`config.mk`:
```
export PLATFORM = sky130hd
export DESIGN_NAME = commit_h1_hash
export DESIGN_NICKNAME = d
export VERILOG_FILES = /design/src/rtl/commit_h1_hash_pkg.sv /design/src/rtl/commit_h1_hash_mem_single.sv /design/src/rtl/commit_h1_hash.sv
export SDC_FILE = /design/constraint.sdc
export NUM_CORES = 1
export LEC_CHECK = 0
export CAP_MARGIN = 15
export CORE_MARGIN = 2
export CORE_UTILIZATION = 40
export CTS_CLUSTER_SIZE = 30
export DETAILED_ROUTE_END_ITERATION = 7
export SYNTH_ARGS = -nofsm -noshare
export SYNTH_HDL_FRONTEND = slang
export SYNTH_SLANG_ARGS = --single-unit
```
`constraint.sdc`:
```
create_clock -name i_clk -period 11.5 [get_ports i_clk]
set_input_delay 2.875 -clock i_clk [delete_from_list [all_inputs] [get_ports i_clk]]
set_output_delay 2.875 -clock i_clk [all_outputs]
set_load 0.005 [all_outputs]
```
`src/rtl/commit_h1_hash_pkg.sv`:
```
// ----------------------------------------------------------------------------
// commit_h1_hash_pkg
// Shared sizing package for the sign pipeline (used by commit and
// commit_h1_hash). Derives LAMBDA and the word counts of the salt, the commit
// array, the h1 message and the h1 digest from the parameter set name, and
// holds the commit_h1_hash FSM and message-source encodings.
// ----------------------------------------------------------------------------
package commit_h1_hash_pkg;

    localparam int          DATA_W     = 32;
    // Leading domain-separation word of the h1 message.
    localparam logic [31:0] DOMAIN_TAG = 32'h0000_0001;

    typedef enum logic [2:0] {
        ST_IDLE,
        ST_START,
        ST_RUN,
        ST_FORCE,
        ST_DONE
    } state_e;

    // Which source feeds the hash message word on the cycle after a read.
    typedef enum logic [1:0] {
        SRC_NONE,
        SRC_CONST,
        SRC_SALT,
        SRC_COMMIT
    } src_e;

    // Parameter set names are two-character strings ("L1", "L3", "L5").
    function automatic int lambda_of(input logic [15:0] ps);
        if (ps == "L5") begin
            return 256;
        end else if (ps == "L3") begin
            return 192;
        end
        return 128;
    endfunction

    function automatic int salt_words(input logic [15:0] ps);
        return 2 * lambda_of(ps) / 32;
    endfunction

    function automatic int commit_words(input logic [15:0] ps, input int d);
        return lambda_of(ps) * (1 << d) / 32;
    endfunction

    function automatic int msg_words(input logic [15:0] ps, input int d);
        return 1 + salt_words(ps) + commit_words(ps, d);
    endfunction

    function automatic int h1_words(input logic [15:0] ps);
        return 2 * lambda_of(ps) / 32;
    endfunction

    // Address width that never collapses to zero bits.
    function automatic int addr_w(input int n);
        return (n > 1) ? $clog2(n) : 1;
    endfunction

endpackage

```
`src/rtl/commit_h1_hash_mem_single.sv`:
```
// ----------------------------------------------------------------------------
// commit_h1_hash_mem_single
// Single-port RAM with one registered read port, used for the salt store and
// the h1 digest store. A write takes priority on the shared address; the read
// data register is cleared by reset so the block's outputs come up at zero,
// while the array contents themselves are never cleared.
//
// Ports:
//   clk_i    clock
//   rst_ni   synchronous active-low reset (read register only)
//   we_i     write enable
//   re_i     read enable; rdata_o updates on the next edge
//   addr_i   word address
//   wdata_i  write data
//   rdata_o  registered read data
// ----------------------------------------------------------------------------
module commit_h1_hash_mem_single
    import commit_h1_hash_pkg::*;
#(
    parameter  int DEPTH = 8,
    parameter  int WIDTH = 32,
    localparam int AW    = addr_w(DEPTH)
) (
    input  logic             clk_i,
    input  logic             rst_ni,
    input  logic             we_i,
    input  logic             re_i,
    input  logic [AW-1:0]    addr_i,
    input  logic [WIDTH-1:0] wdata_i,
    output logic [WIDTH-1:0] rdata_o
);

    logic [WIDTH-1:0] mem_q [DEPTH];
    logic [WIDTH-1:0] rdata_q;

    always_ff @(posedge clk_i) begin
        if (we_i) begin
            mem_q[addr_i] <= wdata_i;
        end
    end

    always_ff @(posedge clk_i) begin
        if (!rst_ni) begin
            rdata_q <= '0;
        end else if (re_i) begin
            rdata_q <= mem_q[addr_i];
        end
    end

    assign rdata_o = rdata_q;

endmodule

```
`src/rtl/commit_h1_hash.sv`:
```
// ----------------------------------------------------------------------------
// commit_h1_hash
// Computes h1 = Hash(0x00000001 || salt || com[0] || ... || com[N-1]).
// Serves the message to the hash core on demand (reading the salt from an
// internal RAM and the commitments from the external commit RAM), stores the
// returned digest words in arrival order in an internal RAM, then closes the
// hash core with a force-done handshake and pulses o_done.
//
// Ports:
//   i_clk, i_rst                 clock, synchronous active-low reset
//   i_start                      start pulse (honoured in IDLE only)
//   i_salt, i_salt_addr,
//   i_salt_wr_en                 salt write port (honoured in IDLE only)
//   o_commit_rd, o_commit_addr   commit RAM read request
//   i_commit                     commit RAM data, one cycle after request
//   i_h1_rd, i_h1_addr, o_h1     digest read port, one cycle latency
//   o_done                       one-cycle completion pulse
//   o_hash_* / i_hash_*          hash core message / digest / control port
// ----------------------------------------------------------------------------
module commit_h1_hash
    import commit_h1_hash_pkg::*;
#(
    parameter  logic [15:0] PARAMETER_SET = "L1",
    parameter  int          D_HYPERCUBE   = 8,
    parameter  int          SALT_SIZE     = 2 * lambda_of(PARAMETER_SET),
    parameter  int          COMMIT_WORDS  = commit_words(PARAMETER_SET, D_HYPERCUBE),
    parameter  int          H1_SIZE       = 2 * lambda_of(PARAMETER_SET),
    localparam int          SALT_WORDS    = SALT_SIZE / 32,
    localparam int          MSG_WORDS     = 1 + SALT_WORDS + COMMIT_WORDS,
    localparam int          H1_WORDS      = H1_SIZE / 32,
    localparam int          SALT_AW       = addr_w(SALT_WORDS),
    localparam int          COMMIT_AW     = addr_w(COMMIT_WORDS),
    localparam int          MSG_AW        = addr_w(MSG_WORDS),
    localparam int          H1_AW         = addr_w(H1_WORDS),
    localparam int          CNT_W         = $clog2(H1_WORDS + 1)
) (
    input  logic                 i_clk,
    input  logic                 i_rst,
    input  logic                 i_start,

    input  logic [31:0]          i_salt,
    input  logic [SALT_AW-1:0]   i_salt_addr,
    input  logic                 i_salt_wr_en,

    output logic                 o_commit_rd,
    output logic [COMMIT_AW-1:0] o_commit_addr,
    input  logic [31:0]          i_commit,

    input  logic                 i_h1_rd,
    input  logic [H1_AW-1:0]     i_h1_addr,
    output logic [31:0]          o_h1,

    output logic                 o_done,

    output logic [31:0]          o_hash_data_in,
    input  logic [MSG_AW-1:0]    i_hash_addr,
    input  logic                 i_hash_rd_en,
    input  logic [31:0]          i_hash_data_out,
    input  logic                 i_hash_data_out_valid,
    output logic                 o_hash_data_out_ready,
    output logic [31:0]          o_hash_input_length,
    output logic [31:0]          o_hash_output_length,
    output logic                 o_hash_start,
    output logic                 o_hash_force_done,
    input  logic                 i_hash_force_done_ack
);

    state_e           state_q, state_d;
    logic [CNT_W-1:0] cnt_q, cnt_d;
    src_e             src_q, src_d;

    logic             in_run;
    logic             msg_rd;
    logic             addr_is_const;
    logic             addr_is_salt;
    logic             addr_is_commit;
    logic             capture;
    logic             last_word;

    logic             salt_we;
    logic             salt_re;
    logic [SALT_AW-1:0] salt_addr;
    logic [31:0]      salt_rdata;

    logic             h1_re;
    logic [H1_AW-1:0] h1_addr;

    // ------------------------------------------------------------------
    // Message address decode
    // ------------------------------------------------------------------
    assign in_run         = (state_q == ST_RUN);
    assign msg_rd         = in_run && i_hash_rd_en;
    assign addr_is_const  = (i_hash_addr == '0);
    assign addr_is_salt   = !addr_is_const && (i_hash_addr <= MSG_AW'(SALT_WORDS));
    assign addr_is_commit = (i_hash_addr > MSG_AW'(SALT_WORDS));

    assign o_commit_rd   = msg_rd && addr_is_commit;
    assign o_commit_addr = addr_is_commit
                         ? COMMIT_AW'(i_hash_addr - MSG_AW'(SALT_WORDS + 1))
                         : '0;

    // ------------------------------------------------------------------
    // Salt RAM: written from the salt port while idle, read by the hash core.
    // ------------------------------------------------------------------
    assign salt_we   = (state_q == ST_IDLE) && i_salt_wr_en;
    assign salt_re   = msg_rd && addr_is_salt;
    assign salt_addr = salt_we ? i_salt_addr : SALT_AW'(i_hash_addr - MSG_AW'(1));

    commit_h1_hash_mem_single #(
        .DEPTH (SALT_WORDS),
        .WIDTH (DATA_W)
    ) u_salt_ram (
        .clk_i   (i_clk),
        .rst_ni  (i_rst),
        .we_i    (salt_we),
        .re_i    (salt_re),
        .addr_i  (salt_addr),
        .wdata_i (i_salt),
        .rdata_o (salt_rdata)
    );

    // ------------------------------------------------------------------
    // h1 RAM: digest capture owns the address while a word arrives, the
    // external read port has it otherwise.
    // ------------------------------------------------------------------
    assign capture   = in_run && i_hash_data_out_valid;
    assign last_word = (cnt_q == CNT_W'(H1_WORDS - 1));
    assign h1_re     = i_h1_rd && !capture;
    assign h1_addr   = capture ? cnt_q[H1_AW-1:0] : i_h1_addr;

    commit_h1_hash_mem_single #(
        .DEPTH (H1_WORDS),
        .WIDTH (DATA_W)
    ) u_h1_ram (
        .clk_i   (i_clk),
        .rst_ni  (i_rst),
        .we_i    (capture),
        .re_i    (h1_re),
        .addr_i  (h1_addr),
        .wdata_i (i_hash_data_out),
        .rdata_o (o_h1)
    );

    // ------------------------------------------------------------------
    // Message data: the source is chosen by a register loaded on the read,
    // so the mux lines up with the one-cycle latency of both RAMs.
    // ------------------------------------------------------------------
    always_comb begin
        src_d = src_q;
        if (msg_rd) begin
            if (addr_is_const) begin
                src_d = SRC_CONST;
            end else if (addr_is_salt) begin
                src_d = SRC_SALT;
            end else begin
                src_d = SRC_COMMIT;
            end
        end
    end

    always_comb begin
        case (src_q)
            SRC_CONST:  o_hash_data_in = DOMAIN_TAG;
            SRC_SALT:   o_hash_data_in = salt_rdata;
            SRC_COMMIT: o_hash_data_in = i_commit;
            default:    o_hash_data_in = '0;
        endcase
    end

    // ------------------------------------------------------------------
    // FSM and digest counter
    // ------------------------------------------------------------------
    always_comb begin
        state_d = state_q;
        cnt_d   = cnt_q;
        case (state_q)
            ST_IDLE: begin
                if (i_start) begin
                    state_d = ST_START;
                end
            end
            ST_START: begin
                cnt_d   = '0;
                state_d = ST_RUN;
            end
            ST_RUN: begin
                if (capture) begin
                    cnt_d = cnt_q + CNT_W'(1);
                    if (last_word) begin
                        state_d = ST_FORCE;
                    end
                end
            end
            ST_FORCE: begin
                if (i_hash_force_done_ack) begin
                    state_d = ST_DONE;
                end
            end
            ST_DONE: begin
                state_d = ST_IDLE;
            end
            default: begin
                state_d = ST_IDLE;
            end
        endcase
    end

    always_ff @(posedge i_clk) begin
        if (!i_rst) begin
            state_q <= ST_IDLE;
            cnt_q   <= '0;
            src_q   <= SRC_NONE;
        end else begin
            state_q <= state_d;
            cnt_q   <= cnt_d;
            src_q   <= src_d;
        end
    end

    assign o_hash_start          = (state_q == ST_START);
    assign o_hash_data_out_ready = in_run;
    assign o_hash_force_done     = (state_q == ST_FORCE);
    assign o_done                = (state_q == ST_DONE);

    assign o_hash_input_length   = 32'(32 * MSG_WORDS);
    assign o_hash_output_length  = 32'(H1_SIZE);

endmodule

```
* Yosys cells after proc, flatten, opt, wreduce, memory -nomap -nowiden
Memory sizes are Yosys's and may differ from the RTL's. A register that Yosys moved wholly into a read port is not among the register bits.
Index checks and enable logic that the tools add are counted.
** Cells by class
- Add/subtract/negate cells :: 3
- $lt $le $gt $ge :: 2
- Eq/ne operators :: 12
- Multiplexer cells :: 17
- Reductions and logical operators :: 16
** Operators by type and width (number)
- 32-bit case mux with 3 select lines :: 1
- 3-bit 2-to-1 mux :: 6
- 3-bit case mux with 4 select lines :: 1
- 11-bit by 4-bit greater-than comparator with 1-bit output (second input constant) :: 1
- 11-bit by 4-bit less-or-equal comparator with 1-bit output (second input constant) :: 1
- 11-bit logical NOT :: 1
- 10-bit 2-to-1 mux :: 1
- 10-bit by 4-bit subtractor with 10-bit output (second input constant) :: 1
- 4-bit case mux with 2 select lines :: 1
- 1-bit logical AND :: 7
- 3-bit by 2-bit equality test with 1-bit output (second input constant) :: 2
- 2-bit by 1-bit inequality test with 1-bit output (second input constant) :: 3
- 1-bit 2-to-1 mux :: 5
- 4-bit by 1-bit adder with 4-bit output (second input constant) :: 1
- 2-bit equality test (second input constant) :: 2
- 4-bit by 3-bit equality test with 1-bit output (second input constant) :: 1
- 1-bit logical NOT :: 4
- 4-bit 2-to-1 mux :: 1
- 4-bit AND reduction :: 1
- 3-bit by 1-bit equality test with 1-bit output (second input constant) :: 1
- 3-bit equality test (second input constant) :: 1
- 3-bit logical NOT :: 1
- 3-bit by 1-bit subtractor with 3-bit output (second input constant) :: 1
- 2-bit by 1-bit equality test with 1-bit output (second input constant) :: 1
- 4 further kinds :: 4
** Word-level totals
- Bits in registers :: 9
- Bits in writable memories :: 512
- Bits of input ports :: 121
- Output and inout port bits :: 143
- Word-level logic and storage cells :: 55
- Memories :: 2
** Memories
- u_h1_ram.mem_q :: words 8, width 32, read ports 1, clocked after memory_dff 1, wr ports 1, RTL line commit_h1_hash_mem_single.sv:33 : logic [WIDTH-1:0] mem_q [DEPTH];
- u_salt_ram.mem_q :: words 8, width 32, read ports 1, clocked after memory_dff 1, wr ports 1, RTL line commit_h1_hash_mem_single.sv:33

* Logic depth before layout (Yosys ltp)
- Depth in word-level cells :: 5
- Gate-level depth with buffers :: 10
- Depth with buffers taken out :: 7

* Hierarchy
Synthesis repeated with hierarchy kept, for this count alone.
** Unflattened totals
- Cells, all modules :: 1501
- Area, all modules :: 23656.4 um^2
** Modules (own cells, without submodules)
- commit_h1_hash_mem_single :: times used 2, cells an instance 628, area an instance 10911.7 um^2
- commit_h1_hash :: times used 1, cells an instance 245, area an instance 1833.0 um^2

* Worst setup path before layout
Ideal clock, no wire load.
- Path type :: in2reg
- Start point :: in i_salt_wr_en
- End point :: mem u_salt_ram.mem_q[0][0] (enable)
- Library setup time :: 0.502 ns
- Arrival :: 6.687 ns
- Slack :: 4.312 ns
- Cell stages on the path :: 3
- Path buffers :: 1
- Cell sequence :: or4b_2 buf_2 nor4_1
** On the way
- Word-level cells in the longest chain between the ends :: 3
- Elaborated cells on any way between the ends :: 4
** Ends and longest elaborated chain
- start: declaration :: RTL line commit_h1_hash.sv:43 : input logic i_salt_wr_en,
- 1-bit logical AND * :: RTL line commit_h1_hash.sv:105 : assign salt_we = (state_q == ST_IDLE) && i_salt_wr_en;
- 1-bit 2-to-1 mux :: RTL line commit_h1_hash_mem_single.sv:37 : if (we_i) begin
- 1-bit 2-to-1 mux (not written as such) :: RTL line commit_h1_hash_mem_single.sv:38 : mem_q[addr_i] <= wdata_i;
- end: declaration :: RTL line commit_h1_hash_mem_single.sv:33
Every way passes the cells marked *; elsewhere a longest branch is shown, timed or not.

* Worst setup path after layout
- Start point :: in i_hash_addr[4]
- End point :: out o_commit_rd
** On the way
- Word-level cells in the longest chain between the ends :: 2
** Ends and longest elaborated chain
- start: declaration :: RTL line commit_h1_hash.sv:56 : input logic [MSG_AW-1:0] i_hash_addr,
- 11-bit by 4-bit greater-than comparator with 1-bit output :: RTL line commit_h1_hash.sv:95 : assign addr_is_commit = (i_hash_addr > MSG_AW'(SALT_WORDS));
- 1-bit logical AND :: RTL line commit_h1_hash.sv:97 : assign o_commit_rd = msg_rd && addr_is_commit;
- end: declaration :: RTL line commit_h1_hash.sv:45 : output logic o_commit_rd,
No other way between the ends.

==> impl_metrics.toml <==
[yosys]
synth_xor_area_share_pct = 0.2225
synth_compound_area_share_pct = 8.382
synth_top_family_by_area = "multiplexers"
yosysWarnings = 0
synth.area.mux_share_pct = 13.29
synth.avg_cell_area_um2 = 16.36
syn_inst = 1443
netlist_area_um2 = 23610
synth-seq-area-share_pct = 71.30
async_flop_share_pct = 0
synthSimpleGateAreaFrac_pct = 2.888
synth_fa_ha_area_share_pct = 0.1060
ys_ff_latch = 585
yosysUniqueCellTypes = 51
synth-main-ff-cell = "edfxtp_1"
synth_edf_count = 512

[final_layout]
fin_cells = 2478
drive_above_1_share_pct = 22.24
area_growth_pct = 21.06
final_nets = 1773

[placed_design]
detailed_place_hpwl_mm = 31.44
routabilityCongestion = 0.7439
portBuffers = 199
dp_cells = 2361

[timing]
hold_violations = 0
setup_viol = 0
post-route-period-util_pct = 79.74
finalClockSkew_ns = 0.02627
tns_ns = 0
min_period_ns = 9.170
maxSlewHeadroom_pct = 17.08
worst_pin_slew_ns = 1.236
timing.fmax_ghz = 0.1091
rsz0062_at_grt = "no"
maxSlewViolCount = 0

[setup_path]
cpMaxStageDelayCell = "nor2_1"
cp.arrival_ns = 6.29
crit_path_max_fanout = 9
critPathKind = "in -> out"
crit_family = "simple AND/OR/NAND/NOR gates"
max_stage_delay_ns = 0.83
startpoint_type = "input pin"
cp-end-kind = "output pin"
crit_required_ns = 8.63
crit_chain = "clkdlybuf4s50_1 -> buf_4 -> or4_4 -> or4_4 -> nor2_1 -> nor2_1 -> clkdlybuf4s50_1"
worst-path-buf-inv = 3

[global_route]
antenna_found_initial = 13
grt_pass1_wl_mm = 83.06
grt_pass1_vias = 13020
gr-usage-all-layers_pct = 18.33
grt_max_degree = 74
grt_overflow = 0

[pwr]
leakage_nw = 9.406
peakVddDrop_mv = 0.1293
power_density_nw_per_um2 = 167.3

[routing]
drt_wl_total_mm = 56.91
num_vias = 13120
wl_per_cell_um = 22.96
drcViolationCount = 0
first_iter_violations = 996
ant_nets = 0
firstDrtPassIters = 6
viasPerCell = 5.296

[die]
die_w_um = 247.0
coreArea_um2 = 58690
io_pins = 264
initial_core_util_pct = 40.24
die_h_um = 247.0
row_count = 89
die_area_um2 = 60990

[cts]
clkTransAtPathRegs_ns = 0.06
cts-root-buf = "clkbuf_16"
cts_tree = "built"
htree_levels = 2
cts.sinks = 585
postCtsHoldBufs = 0
cts_buffers = 59
cts.repair.resized = 0
clk_path_buf_depth = 3
post-cts-setup-buffers = 0
insertion_delay_ns = 0.62

[flow_run]
cap_violations = 0

[outcome]
status = "completed"

[min_path]
hold_path.class = "reg -> reg"
-- placed cells by master (no fill, tap or decap), drive strengths merged, types with 5 or more instances in the layout --
| cell type | synthesis | routed |
|---|---|---|
| edfxtp | 512 | 512 |
| nor4 | 6 | 6 |
| inv | 4 | 6 |
| dfxtp | 73 | 73 |
| bufinv | 0 | 10 |
| a31oi | 36 | 36 |
| mux2 | 180 | 180 |
| o21ai | 75 | 75 |
| nand2b | 6 | 6 |
| mux2i | 111 | 111 |
| a21oi | 67 | 67 |
| diode | 0 | 5 |
| a22oi | 21 | 21 |
| conb | 2 | 64 |
| clkinv | 0 | 20 |
| a222oi | 32 | 32 |
| nor2b | 35 | 35 |
| clkbuf | 54 | 78 |
| o22a | 32 | 32 |
| buf | 99 | 39 |
| clkdlybuf4s50 | 0 | 198 |
| a2bb2oi | 12 | 12 |
| nor2 | 22 | 22 |
| nand2 | 10 | 10 |
| nor3 | 10 | 10 |
-- Yosys cell counts, types with 10 or more instances --
| master | number | share of area (%) |
|---|---|---|
| dfxtp_1 | 73 | 6.2 |
| o22a_1 | 32 | 1.2 |
| nor3_1 | 10 | 0.21 |
| a2bb2oi_1 | 12 | 0.45 |
| o21ai_0 | 72 | 1.5 |
| edfxtp_1 | 512 | 65 |
| a21oi_1 | 37 | 0.78 |
| mux2_2 | 180 | 8.6 |
| nand2_1 | 10 | 0.16 |
| mux2i_1 | 111 | 4.7 |
| a22oi_1 | 21 | 0.67 |
| buf_2 | 21 | 0.45 |
| a21oi_2 | 30 | 1.1 |
| buf_4 | 68 | 2.2 |
| clkbuf_1 | 54 | 0.86 |
| a31oi_1 | 36 | 0.95 |
| nor2_1 | 22 | 0.35 |
| nor2b_1 | 35 | 0.93 |
| a222oi_1 | 32 | 1.4 |
-- final cells by class --
class	instances	area, µm²
fillers	4895	30100
clock inverters	33	456.7
well taps	773	967.2
inverters	4	15.01
clock buffers	78	1679
repair buffers	237	2292
diodes	5	12.51
multi-input cells	763	6326
flip-flops and latches	585	16840
-- cell families (layout without fill, tap and decap cells) --
| logic type | after synthesis | in the layout |
|---|---|---|
| XOR/XNOR | 6 | 6 |
| buffers and inverters | 157 | 352 |
| other | 2 | 69 |
| flip-flops | 585 | 585 |
| adder cells (fa/ha/maj) | 2 | 2 |
| multiplexers | 291 | 291 |
| AND/OR/NAND/NOR | 116 | 116 |
| AO/OA/AOI/OAI | 284 | 284 |
-- routing by layer --
metal | GRT usage [%] | vias to the layer above | share of wire [%]
met5 | 0 | - | 0.25
met1 | 24.67 | 6670 | 44
li1 | - | 5977 | -
met3 | 5.285 | 86 | 7.9
met4 | 4.128 | 22 | 1.6
met2 | 29.41 | 368 | 47
-- state kept, by name, summed over array words and instances (netlist names) --
register,cells
u_salt_ram.rdata_o,32
src_q,2
u_h1_ram.mem_q,256
state_q,3
u_salt_ram.mem_q,256
u_h1_ram.rdata_o,32
cnt_q,4
-- power breakdown --
group	internal (mW)	switching [mW]
Combinational	0.168	0.197
Sequential	2.34	0.0173
Clock	1.25	0.807
Total	3.76	1.02
-- worst paths after layout --
kind	depth (start not counted)	to	slack, ns	start
worst max-delay path	7	o_commit_rd	2.33	i_hash_addr[4]
worst min-delay path	2	cnt_q[3]$_SDFFE_PN0P_	0.53	cnt_q[3]$_SDFFE_PN0P_
worst max register to register	7	u_salt_ram.rdata_o[7]$_SDFFE_PN0P_	7.27	state_q[1]$_SDFFE_PN0P_
worst min register to register	2	cnt_q[3]$_SDFFE_PN0P_	0.53	cnt_q[3]$_SDFFE_PN0P_
-- worst register-to-register path, cell delays in order, from the launching register on --
cell	delay, ns
dfxtp_1	0.44
or4b_2	0.88
mux2i_4	0.22
buf_4	0.62
buf_4	0.92
mux2_2	0.51
a222oi_1	0.41
a21oi_1	0.11
-- metrics by stage --
stage / area, µm² / power (mW) / setup WS [ns] / hold slack, ns / util, %
2_1_floorplan: 23850 / 2.613 / 4.312 / 0.4778 / -
5_1_grt: 28570 / 4.934 / 2.321 / 0.5755 / 48.69
3_3_place_gp: 26410 / 2.763 / 2.435 / 0.5048 / 45.00
3_5_place_dp: 26410 / 2.768 / 2.418 / 0.5168 / 45.00
6_report: 28590 / 4.783 / 2.330 / 0.5282 / 48.71
4_1_cts: 28550 / 4.826 / 2.413 / 0.5338 / 48.64
(Power assumes the default switching activity.)
